===== src/rtl/maint_arbiter.sv =====
// ============================================================================
// Module      : maint_arbiter
// Description : Arbitrates the DDR command path between the instruction
//               program and the maintenance controller, tracking refresh debt.
// Revision    : 1.0 - initial release
// ============================================================================
`default_nettype none

module maint_arbiter #(
  parameter int FORCE_THRESH = 4,
  parameter int MAX_DEBT     = 8
) (
  input  logic       clk,
  input  logic       rst,
  input  logic       init_calib_complete,
  input  logic       prog_req,
  input  logic       prog_fin,
  input  logic       maint_req,
  input  logic       maint_fin,
  input  logic       ref_tick,
  input  logic       ref_done,
  output logic       program_process,
  output logic       maint_ack,
  output logic       maint_busy,
  output logic [3:0] ref_debt,
  output logic       debt_overflow
);

  localparam logic [1:0] c_IDLE  = 2'd0;
  localparam logic [1:0] c_PROG  = 2'd1;
  localparam logic [1:0] c_MACK  = 2'd2;
  localparam logic [1:0] c_MAINT = 2'd3;

  localparam logic [31:0] c_FORCE_THRESH = FORCE_THRESH;
  localparam logic [31:0] c_MAX_DEBT     = MAX_DEBT;

  logic [1:0] state_q, state_d;
  logic       last_prog_q, last_prog_d;
  logic       calib_q;
  logic       prog_q, prog_d;
  logic       ack_q, ack_d;
  logic       busy_q, busy_d;
  logic [3:0] debt_q, debt_d;
  logic       ovf_q, ovf_d;
  logic       w_force;

  assign w_force = ({28'd0, debt_q} >= c_FORCE_THRESH);

  // Calibration is registered once; this also delays the first grant after reset.
  always_ff @(posedge clk) begin
    if (rst) begin
      state_q     <= c_IDLE;
      last_prog_q <= 1'b0;
      calib_q     <= 1'b0;
      prog_q      <= 1'b0;
      ack_q       <= 1'b0;
      busy_q      <= 1'b0;
    end else begin
      state_q     <= state_d;
      last_prog_q <= last_prog_d;
      calib_q     <= init_calib_complete;
      prog_q      <= prog_d;
      ack_q       <= ack_d;
      busy_q      <= busy_d;
    end
  end

  always_comb begin
    state_d     = state_q;
    last_prog_d = last_prog_q;
    case (state_q)
      c_IDLE: begin
        if (calib_q) begin
          if (maint_req && (w_force || !prog_req || last_prog_q)) begin
            state_d     = c_MACK;
            last_prog_d = 1'b0;
          end else if (prog_req) begin
            state_d     = c_PROG;
            last_prog_d = 1'b1;
          end
        end
      end
      c_PROG:  if (prog_fin)  state_d = c_IDLE;
      c_MACK:  state_d = c_MAINT;
      c_MAINT: if (maint_fin) state_d = c_IDLE;
      default: state_d = c_IDLE;
    endcase
  end

  // Outputs are decoded from the next state so they align with the state register.
  always_comb begin
    prog_d = (state_d == c_PROG);
    ack_d  = (state_d == c_MACK);
    busy_d = (state_d == c_MAINT);
  end

  always_comb begin
    debt_d = debt_q;
    ovf_d  = ovf_q;
    if (ref_tick && !ref_done) begin
      if ({28'd0, debt_q} >= c_MAX_DEBT) ovf_d = 1'b1;
      if (debt_q != 4'd15) debt_d = debt_q + 4'd1;
    end else if (ref_done && !ref_tick && (debt_q != 4'd0)) begin
      debt_d = debt_q - 4'd1;
    end
  end

  always_ff @(posedge clk) begin
    if (rst) begin
      debt_q <= 4'd0;
      ovf_q  <= 1'b0;
    end else begin
      debt_q <= debt_d;
      ovf_q  <= ovf_d;
    end
  end

  assign program_process = prog_q;
  assign maint_ack       = ack_q;
  assign maint_busy      = busy_q;
  assign ref_debt        = debt_q;
  assign debt_overflow   = ovf_q;

endmodule

`default_nettype wire


===== config.mk =====
export PLATFORM = sky130hd
export DESIGN_NAME = maint_arbiter
export DESIGN_NICKNAME = d
export VERILOG_FILES = /design/src/rtl/maint_arbiter.sv
export SDC_FILE = /design/constraint.sdc
export NUM_CORES = 1
export LEC_CHECK = 0
export CELL_PAD_IN_SITES_DETAIL_PLACEMENT = 0
export CELL_PAD_IN_SITES_GLOBAL_PLACEMENT = 2
export CORE_MARGIN = 2
export CORE_UTILIZATION = 23
export DETAILED_ROUTE_END_ITERATION = 10
export PLACE_DENSITY_LB_ADDON = 0.1
export SLEW_MARGIN = 5
export SYNTH_ARGS = -nofsm -noshare
export SYNTH_HDL_FRONTEND = slang
export SYNTH_SLANG_ARGS = --single-unit

===== constraint.sdc =====
create_clock -name clk -period 1.8 [get_ports clk]
set_input_delay 0.36 -clock clk [delete_from_list [all_inputs] [get_ports clk]]
set_output_delay 0.36 -clock clk [all_outputs]
set_load 0.01 [all_outputs]

# Word level (Yosys, flattened, before mapping)

Cells that the tools add are included.

Add/sub/neg operators: 2
$mul: 0
Div/mod/pow operators: 0
Order comparisons: 2
Eq/ne operators: 8
Shift operators: 0
Muxes and demuxes: 11
Bitwise gates (word level): 0
Reductions and logical operators: 16

Operators with widths:

| kind                                                                                 | number |
|---|---|
| 4-bit two-way mux                                                                    | 3 |
| 2-bit two-way mux                                                                    | 5 |
| 2-bit == test (second input constant)                                                | 4 |
| 2-bit case mux with 4 select lines                                                   | 1 |
| 4-bit by 1-bit adder with 4-bit output (second input constant)                       | 1 |
| 2-bit by 1-bit == test with 1-bit output (second input constant)                     | 2 |
| 4-bit by 3-bit greater-or-equal comparator with 1-bit output (second input constant) | 1 |
| 4-bit greater-or-equal comparator (second input constant)                            | 1 |
| 1-bit logical AND                                                                    | 4 |
| 4-bit != test (second input constant)                                                | 1 |
| 2-bit AND reduction                                                                  | 2 |
| 2-bit nonzero test                                                                   | 2 |
| 4-bit nonzero test                                                                   | 1 |
| 4-bit by 1-bit subtractor with 4-bit output (second input constant)                  | 1 |
| 1-bit logical NOT                                                                    | 3 |
| 3-bit AND reduction                                                                  | 1 |
| 2-bit logical NOT                                                                    | 1 |
| 1-bit logical OR                                                                     | 2 |
| 1-bit two-way mux                                                                    | 2 |
| 2-bit by 1-bit != test with 1-bit output (second input constant)                     | 1 |

Bits in registers: 12
Latch bits: 0
Memory bits (writable): 0
ROM bits: 0
Output and inout port bits: 8
Logic and storage cells: 47
Memories kept: 0

# Depth between registers and ports, before layout

Depth in word-level cells: 8
Gate-level depth with buffers: 6
Mapped depth without buffers: 6

# Worst setup path before layout

Ideal clock, no wire load.

Path type: input-to-reg
Start: in ref_done
End: reg debt_q[3] (netlist: ref_debt[3])
Setup time: 123 ps
Data arrival time: 1612 ps
Setup slack: 64 ps
Stages: 6
Path buffers: 0
Cells stage by stage: nand2b_1 -> ha_1 -> a21oi_1 -> a211oi_1 -> a31oi_1 -> mux2_1

Longest elaborated chain between the ends: 4

Ends and longest elaborated chain:

| element                                                                                         | RTL line | source |
|---|---|---|
| start, declared                                                                                 | 21       | `input logic ref_done,` |
| 1-bit logical NOT or 1-bit logical AND (tied branches)                                          | 100, 103 |  |
| 1-bit logical AND, on equally long branches                                                     | 100, 103 |  |
| 2-bit by 1-bit != test with 1-bit output (no source line) or 2-bit nonzero test (tied branches) | n/a      |  |
| 2-bit AND reduction (no source line)                                                            | n/a      |  |
| end signal, assigned                                                                            | 113      | `debt_q <= debt_d;` |
| end, declared                                                                                   | 43       | `logic [3:0] debt_q, debt_d;` |

Several ways; a longest one is shown, not always the timed one.
A chain may end at the register's enable or synchronous reset.

# Worst setup path after layout

Ends and elaborated chain as after synthesis.

==> flow_results.org <==
** Die
- The initialized floorplan defines 18 standard-cell rows.
- Width of the die :: 53.7 um
- Core outline area :: 0.00241 sq mm
- Initial core utilization :: 0.236
- 17 I/O pins were placed.
- Die footprint :: ~0.0029 sq mm
- Vertical die dimension :: 53.7 um

** Clock network
- Clock tree synthesis found a total of 12 sinks.
- Worst-path clk slew :: roughly 80 ps
- Insertion delay to the later sink of the worst-skew pair :: roughly 270 ps
- Clock tree from TritonCTS :: done
- The cell sitting at the root of the clock tree is a sky130_fd_sc_hd__clkbuf_4.
- After clock tree synthesis, the setup repair step added 0 buffers.
- Number of CTS-inserted buffers :: 3
- In this run the number of H-tree levels came out at 1.
- Clock tree buffer depth :: 2

** Power and ir drop
- Total power :: 794 uW
- The worst-case IR drop observed on VDD is 0.000381 V.
- Cell area power density :: around 900 mW/mm^2
- The analysis attributes to cell leakage a power of about 0.00034 uW.

** Run
- Total of max-cap violations :: 0

** Layout
- For this run, the post-layout net count is 96.
- 0 antenna diodes ended up in the layout.
- Fraction of final layout cells sized beyond drive strength 1 :: 0.253
- Most frequent standard cell in the layout excluding fill and tap cells :: sky130_fd_sc_hd__clkdlybuf4s50_1
- The finished layout holds 113 standard cells, fillers aside.
- The library cells used most frequently in the layout, excluding fill and tap cells, are 15 x sky130_fd_sc_hd__clkdlybuf4s50_1, 11 x sky130_fd_sc_hd__dfxtp_1, 8 x sky130_fd_sc_hd__nor2_1.
- Fill cells in the final layout number between 200 and 300.
- Design Area, Final :: 876 sq um
- From synthesis to final layout, the design area changed by 54.2%.

** Min path
- In this run the worst hold path is classified as reg2reg.

** Critical path
- Endpoint type of the worst setup path :: flip-flop
- The worst setup path is launched from an input pin.
- Largest fanout of any net on the critical path :: 3
- Crit path arrival time :: ~1900 ps
- The worst setup path is of the in2reg kind.
- Worst Path Required :: 1960 ps

** Routing
- Via density :: 4.44
- Violation count after the first detailed-route iteration :: 5
- The detailed router placed roughly 500 vias in this run.
- Antenna violation net count after detailed routing :: 0
- Final Routed Wirelength :: 1380 um
- Dividing the detail-routed wire length by the instance count gives 12.2 um.
- For this run, the detailed router's first-pass iteration total came to 3.
- In the routed design, unresolved DRC markers number 0.

** Place
- After detailed placement, the design holds a cell count of 109.
- Global placement routability congestion :: 0.689
- Number of buffers added on ports :: 16
- Detailed placement ended at an HPWL of 1010 um.
- Summing all placed instances gives a cell area of 807 sq um.

** Synthesis
- Counting every instance in the synthesized netlist gives 58.
- Synthesis produced a netlist with a net count of 70.
- The synthesized netlist contains 25 unique library cells.
- Number of storage elements in the synthesis netlist :: 12
- Syn Area/Cell :: ~9.8 sq um
- Of the synthesized area, sequential elements account for 0.423.
- Number of synthesis warnings :: 0
- Cell area after technology mapping :: 568 sq um

** Timing
- Setup violations, final :: 0
- In the final timing run, aggregate negative setup slack is 0 ps.
- Final cycle utilization of the critical path :: 0.981
- Clk_skew :: 0.444 ps
- Pins Over Slew Limit :: 0
- Time the worst path needs with I/O delays and setup :: 1770 ps
- Worst slew margin relative to its limit :: 0.761
- The total count of hold-check failures in the final report came to 0.
- Based on the critical path, the design can be clocked at up to ~0.57 GHz.
- At the pin with the least slew margin, the transition time is 358 ps.

** Global routing
- The initial antenna violation count is 0.
- Number of global-route vias before repair :: 496
- The total overflow left after global routing is 0.
- Global-route wire length before repair :: between 2000 and 2500 um
- Largest net degree at the start of global routing :: 8
- Across every metal layer, demand over resource in global routing totals 0.111.

** Status
- The run finished with clean final reports.
[state kept, by name, indices dropped and copies added (netlist names)]
name	count
calib_q	1
debt_overflow	1
last_prog_q	1
maint_ack	1
maint_busy	1
program_process	1
ref_debt	4
state_q	2
[cell usage after synthesis]
cell type,number,share of area
sky130_fd_sc_hd__inv_1,1,0.0066
sky130_fd_sc_hd__nor3b_1,2,0.026
sky130_fd_sc_hd__nand2b_1,1,0.011
sky130_fd_sc_hd__and4_1,1,0.015
sky130_fd_sc_hd__fa_1,1,0.035
sky130_fd_sc_hd__nor3_2,2,0.035
sky130_fd_sc_hd__mux2i_1,1,0.018
sky130_fd_sc_hd__or4b_4,1,0.024
sky130_fd_sc_hd__nand2_1,4,0.026
sky130_fd_sc_hd__mux2_1,1,0.020
sky130_fd_sc_hd__and2_1,2,0.022
sky130_fd_sc_hd__ha_1,2,0.044
sky130_fd_sc_hd__o21ai_1,1,0.0088
sky130_fd_sc_hd__dfxtp_1,12,0.42
sky130_fd_sc_hd__o22ai_2,1,0.022
sky130_fd_sc_hd__xnor2_1,2,0.031
sky130_fd_sc_hd__a211oi_1,2,0.026
sky130_fd_sc_hd__nand3_1,2,0.018
sky130_fd_sc_hd__o41ai_2,1,0.029
sky130_fd_sc_hd__a31oi_1,2,0.022
sky130_fd_sc_hd__and3_4,1,0.020
sky130_fd_sc_hd__clkbuf_1,1,0.0066
sky130_fd_sc_hd__a21oi_1,4,0.035
sky130_fd_sc_hd__nor2_1,8,0.053
sky130_fd_sc_hd__nor2b_1,2,0.022
[where the power goes]
group          switching (uW)  total, uW  internal, uW  leakage, uW
Sequential               41.9        337           295    0.0000986
Clock                    91.4        214           123    0.0000210
Combinational            97.6        243           146     0.000225
[critical path: stages]
cell,delay (ps)
sky130_fd_sc_hd__clkdlybuf4s50_1,480
sky130_fd_sc_hd__nand2b_4,150
sky130_fd_sc_hd__ha_4,200
sky130_fd_sc_hd__a21oi_2,170
sky130_fd_sc_hd__a211oi_2,80
sky130_fd_sc_hd__a31oi_1,160
sky130_fd_sc_hd__mux2_1,330
[final timing paths]
kind | start | depth (start not counted) | end | slack (ps)
max reg2reg | ref_debt[1] | 5 | ref_debt[3] | 250
min reg2reg | debt_overflow | 2 | debt_overflow | 490
max | ref_done | 7 | ref_debt[3] | 30
min | debt_overflow | 2 | debt_overflow | 490
[area by class of cell]
cell class                 instances  area (sq um)  area share
inverter                           1          3.75     0.00429
timing repair buffer              22           208       0.237
multi-input combinational         44           349       0.399
tap                               30          37.5      0.0429
sequential                        12           241       0.276
clock buffer                       4          36.3      0.0414
[metrics by stage]
stage                util  hold slack [ps]  setup WS (ps)
global placement    0.335              460           -341
global route        0.363              575          -4.81
finish              0.363              486           34.1
detailed placement  0.335              465           -377
CTS                 0.360              488           9.32
floorplan               -              437           64.4
[cells by family after synthesis]
kind of cell,after synthesis,synth area share
muxes,2,0.0374
AOI/OAI and AO/OA,11,0.143
and+or+nand+nor,26,0.273
DFF,12,0.423
xor gates and xnor gates,2,0.0308
adders and majority gates,3,0.0793
buffers and inverters,2,0.0132
[timing repair]
| action | 4_1_cts | 5_1_grt |
|---|---|---|
| gates resized for setup | 3 | 3 |
| cloned | 0 | 0 |
| hold buffers | 0 | 0 |
| endpoints found under the setup margin | 1 | 2 |
| pin swaps | 0 | 0 |
[metal layers]
layer	up-vias	GRT usage	share of wire
li1	258	-	-
met1	230	0.121	0.45
met2	12	0.175	0.48
met3	2	0.0583	0.055
met4	0	0.0513	0.015
met5	-	0	0
(Power assumes the default switching activity.)
==> patch 1, RTL diff (same settings) <==
Put one more register stage on the output `debt_overflow`, without a reset. The value now appears one clock later. The other outputs are not delayed to match.
--- a/src/rtl/maint_arbiter.sv
+++ b/src/rtl/maint_arbiter.sv
@@ -121,3 +121,5 @@
   assign ref_debt        = debt_q;
-  assign debt_overflow   = ovf_q;
+  always_ff @(posedge clk) begin
+    debt_overflow <= ovf_q;
+  end
 
Function: changed (Yosys sat finds a counterexample within 10 cycles, from zero or initial values and one cycle with rst high).
==> patch 1 against the original RTL <==
Hold slack got worse by 0.13 ns; setup slack got worse by 0.011 ns; routed wire length fell by 15%; synthesized cell count rose by 1.7%; sequential cell count rose by 1; total power fell by 3.6%; synthesized area rose by 3.5%; largest cell class unchanged; final area rose by 0.14%; register-to-register slack got worse by 0.04 ns; utilization fell by 0.62 points.
==> patch 1: results (changes against the original RTL) <==
| Metric | Value |
|---|---|
| Syn_nets | 71 (+1.4%) |
| Fillers | 260 (+2.8%) |
| Status | completed |
| Slew HR | 77.5% (+1.4 points) |
| Lkg Pwr | 0.000341 uW (-0.99%) |
| Gr usage total | 9.23% (-1.8 points) |
| Synth top area share | 44.3% (+2.0 points) |
| Final Core Density | 35.7% (-0.62 points) |
| Hold EP | debt_overflow |
| Layout cells sized above 1 | 21.7% (-3.6 points) |
| DP Wirelength | 910 microns (-9.9%) |
| Top post-synthesis cells by area | dfxtp_1 (44%), nor2_1 (5.1%), ha_1 (4.3%), a21oi_1 (3.4%), fa_1 (3.4%) |
| Mux cell area share after synthesis | 3.62% (-0.13 points) |
| Hold Slack | 0.356 ns (-0.131 ns) |
| Crit share post-route | 98.7% (+0.62 points) |
| Routed wire per std cell | 10.4 microns (-15%) |
| Post-Synth Adder-Cell Area | 7.66% (-0.27 points) |
| Placed cell areas | 820 sq um (+1.6%) |
| Synth Instances | 59 (+1.7%) |
| Final setup skew | 0.00148 ns (+0.00104 ns) |
| Vias in the first global route | 445 (-10%) |
| Die Wd | 54.6 microns (+1.6%) |
| Fraction of area in multi-input gates | 39.8% (-0.057 points) |
| Clk power | 170 uW (-21%) |
| Vias | 499 (-0.60%) |
| Net Sw Power | 221 uW (-4.1%) |
| Commonest cells post-synth | dfxtp_1 (13), nor2_1 (8), a21oi_1 (4), nand2_1 (4) |
| Largest net degree at the start of global routing | 9 (+1) |
| DRT iter0 DRCs | 2 (-3) |
| Worst reg2reg setup slack | 0.21 ns (-0.04 ns) |
| Gpl congestion | 0.764 (+11%) |
| Area fraction in compound gates after synthesis | 13.8% (-0.49 points) |
| Post-synthesis sequential area ratio | 44.3% (+2.0 points) |
| DP Worst Slack | -0.379 ns (-0.00167 ns) |
| Min-delay src | ovf_q |
| Buffers, non-clock | 21 (-4.5%) |
patch 1: changes by cell type after synthesis, sizes merged:
cell / change
dfxtp: +1
patch 1: timing repair:
action / 4_1_cts / 5_1_grt
pin swaps: 0 / 0
resized for setup: 3 / 2
setup endpoints to repair: 1 / 1
gates cloned: 0 / 0
patch 1: routing by layer:
| layer | track usage (%) | part of all wire (%) |
|---|---|---|
| met5 | 0 | 0 |
| met3 | 6.01 | 7.8 |
| met1 | 11.6 | 48 |
| met4 | 2.50 | 1.1 |
| met2 | 12.9 | 43 |
patch 1: worst max-delay path by stage:
stage | to
finish | ref_debt[3]
global route | ref_debt[3]
CTS | ref_debt[3]
detailed placement | ref_debt[3]
global placement | ref_debt[3]
floorplan | ref_debt[3]
patch 1: critical path, cell delays in order:
cell and delay [ns]:
clkdlybuf4s50_1 0.42, nand2b_4 0.17, ha_4 0.28, nand3_1 0.12, a211oi_2 0.21, a31oi_1 0.06, mux2_1 0.30
==> patch 2, RTL diff (config.mk and constraints unchanged) <==
Made on the original files. Change the parameter `MAX_DEBT` from 8 to 7.
--- a/src/rtl/maint_arbiter.sv
+++ b/src/rtl/maint_arbiter.sv
@@ -10,3 +10,3 @@
   parameter int FORCE_THRESH = 4,
-  parameter int MAX_DEBT     = 8
+  parameter int MAX_DEBT     = 7
 ) (
Function: changed (Yosys sat finds a counterexample within 10 cycles, from zero or initial values and one cycle with rst high).
==> patch 2 against the original RTL <==
Final area increased by 2.6%; highest routed layer unchanged; clock skew increased by 0.0011 ns; global-route usage is 0.067 points lower; total power up 2.4%; synthesized area fell by 2.4%; largest power group unchanged; hold slack worse by 0.0091 ns; sequential cell count unchanged; critical endpoint unchanged; synthesized cell count grew 3.4%; routed wire length is 4.7% lower; sequential share of layout area shrank 0.41 points; setup slack got worse by 0.021 ns; combinational power is 8.2% higher.
==> patch 2: results (changes against the original RTL) <==
| Metric | Value |
|---|---|
| Post-synthesis sequential area ratio | 43.3% (+1.1 points) |
| Post-Route WL | 1310 microns (-4.7%) |
| Lkg Pwr | 0.000346 uW (+0.48%) |
| Vias | 543 (+8.2%) |
| Post-Synth XOR/XNOR Area | 3.16% (+0.077 points) |
| Final setup skew | 0.00158 ns (+0.00114 ns) |
| DP Wirelength | 998 microns (-1.3%) |
| # nets final | 101 (+5.2%) |
| CP peak stage delay | 0.41 ns (-0.07 ns) |
| Area fraction in compound gates after synthesis | 16.0% (+1.7 points) |
| Worst reg2reg setup slack | 0.27 ns (+0.02 ns) |
| Post-Synth Adder-Cell Area | 8.13% (+0.20 points) |
| Gpl congestion | 0.691 (+0.42%) |
| Fillers | 245 (-3.2%) |
| Critical Path Fanout Max | 4 (+1) |
| Layout cells sized above 1 | 27.3% (+2.0 points) |
| Post-synth EDFFs | 0 (unchanged) |
| Syn_nets | 72 (+2.9%) |
| First-pass GRT wire length | 2160 microns (-1.6%) |
| TritonRoute pass-1 iters | 4 (+1) |
| Maximum vdd drop | 0.340 mV (-11%) |
| Slew HR | 80.4% (+4.3 points) |
| Status | completed |
| Crit path DAT | 1.98 ns (+0.05 ns) |
| Vias in the first global route | 506 (+2.0%) |
| Mux cell area share after synthesis | 3.84% (+0.093 points) |
| Largest net degree at the start of global routing | 9 (+1) |
==> patch 2: changes by cell type in the layout (fill, tap and decap cells not counted), moves of 2 or more <==
cell	unedited run	this run
dfxtp_2	1	3
dfxtp_1	11	9
nor3_1	0	2
buf_4	6	9
nor3_2	2	0
==> patch 2: power breakdown <==
group          switching, uW  internal [uW]
clock                   85.3            123
sequential              46.0            296
combinational            107            157
==> patch 2: final cells by class <==
cell class | instances | area (sq um) | share of cell area, %
Timing Repair Buffer | 25 | 226 | 25.2
Tap cell | 28 | 35.0 | 3.90
Clock buffer | 4 | 36.3 | 4.04
Multi-Input combinational cell | 47 | 357 | 39.7
Sequential cell | 12 | 244 | 27.2
==> patch 2: per-layer routing <==
layer | GRT usage [%] | vias to the layer above | wire (microns)
met1 | 12.5 | 245 | 577
li1 | - | 275 | -
met5 | 0 | - | 0
met4 | 9.40 | 0 | 27
met2 | 16.3 | 21 | 606
met3 | 3.67 | 2 | 100
==> patch 2: worst paths after layout <==
| path | from | end | depth (start not counted) |
|---|---|---|---|
| max | ref_done | ref_debt[3] | 7 |
| min | debt_overflow | debt_overflow | 2 |
| max reg2reg | ref_debt[2] | ref_debt[3] | 5 |
| min reg2reg | debt_overflow | debt_overflow | 2 |
==> patch 2: timing repair <==
item | CTS | global route
gates resized for setup | 5 | 6
pin swaps | 0 | 1
endpoints found under the setup margin | 1 | 4
==> patch 2: worst reg2reg max path: stages, from the launching register on <==
cell      delay, ns
dfxtp_2        0.35
buf_4          0.14
o41ai_2        0.37
nor2_1         0.11
mux2_2         0.28
a211oi_2       0.20
==> patch 2: cell families after synthesis <==
group / after synthesis
simple gates: 27
flops: 12
fa+ha+maj: 3
xor+xnor: 2
mux: 2
compound gates: 13
buf+inv: 1
==> patch 2: per-stage QoR <==
step,cell area [sq um],setup slack (ns),cells
global route,898,-0.0376,116
CTS,872,0.00225,116
finish,898,0.0133,116
floorplan,554,0.0639,60
detailed placement,813,-0.386,112
global placement,813,-0.339,112
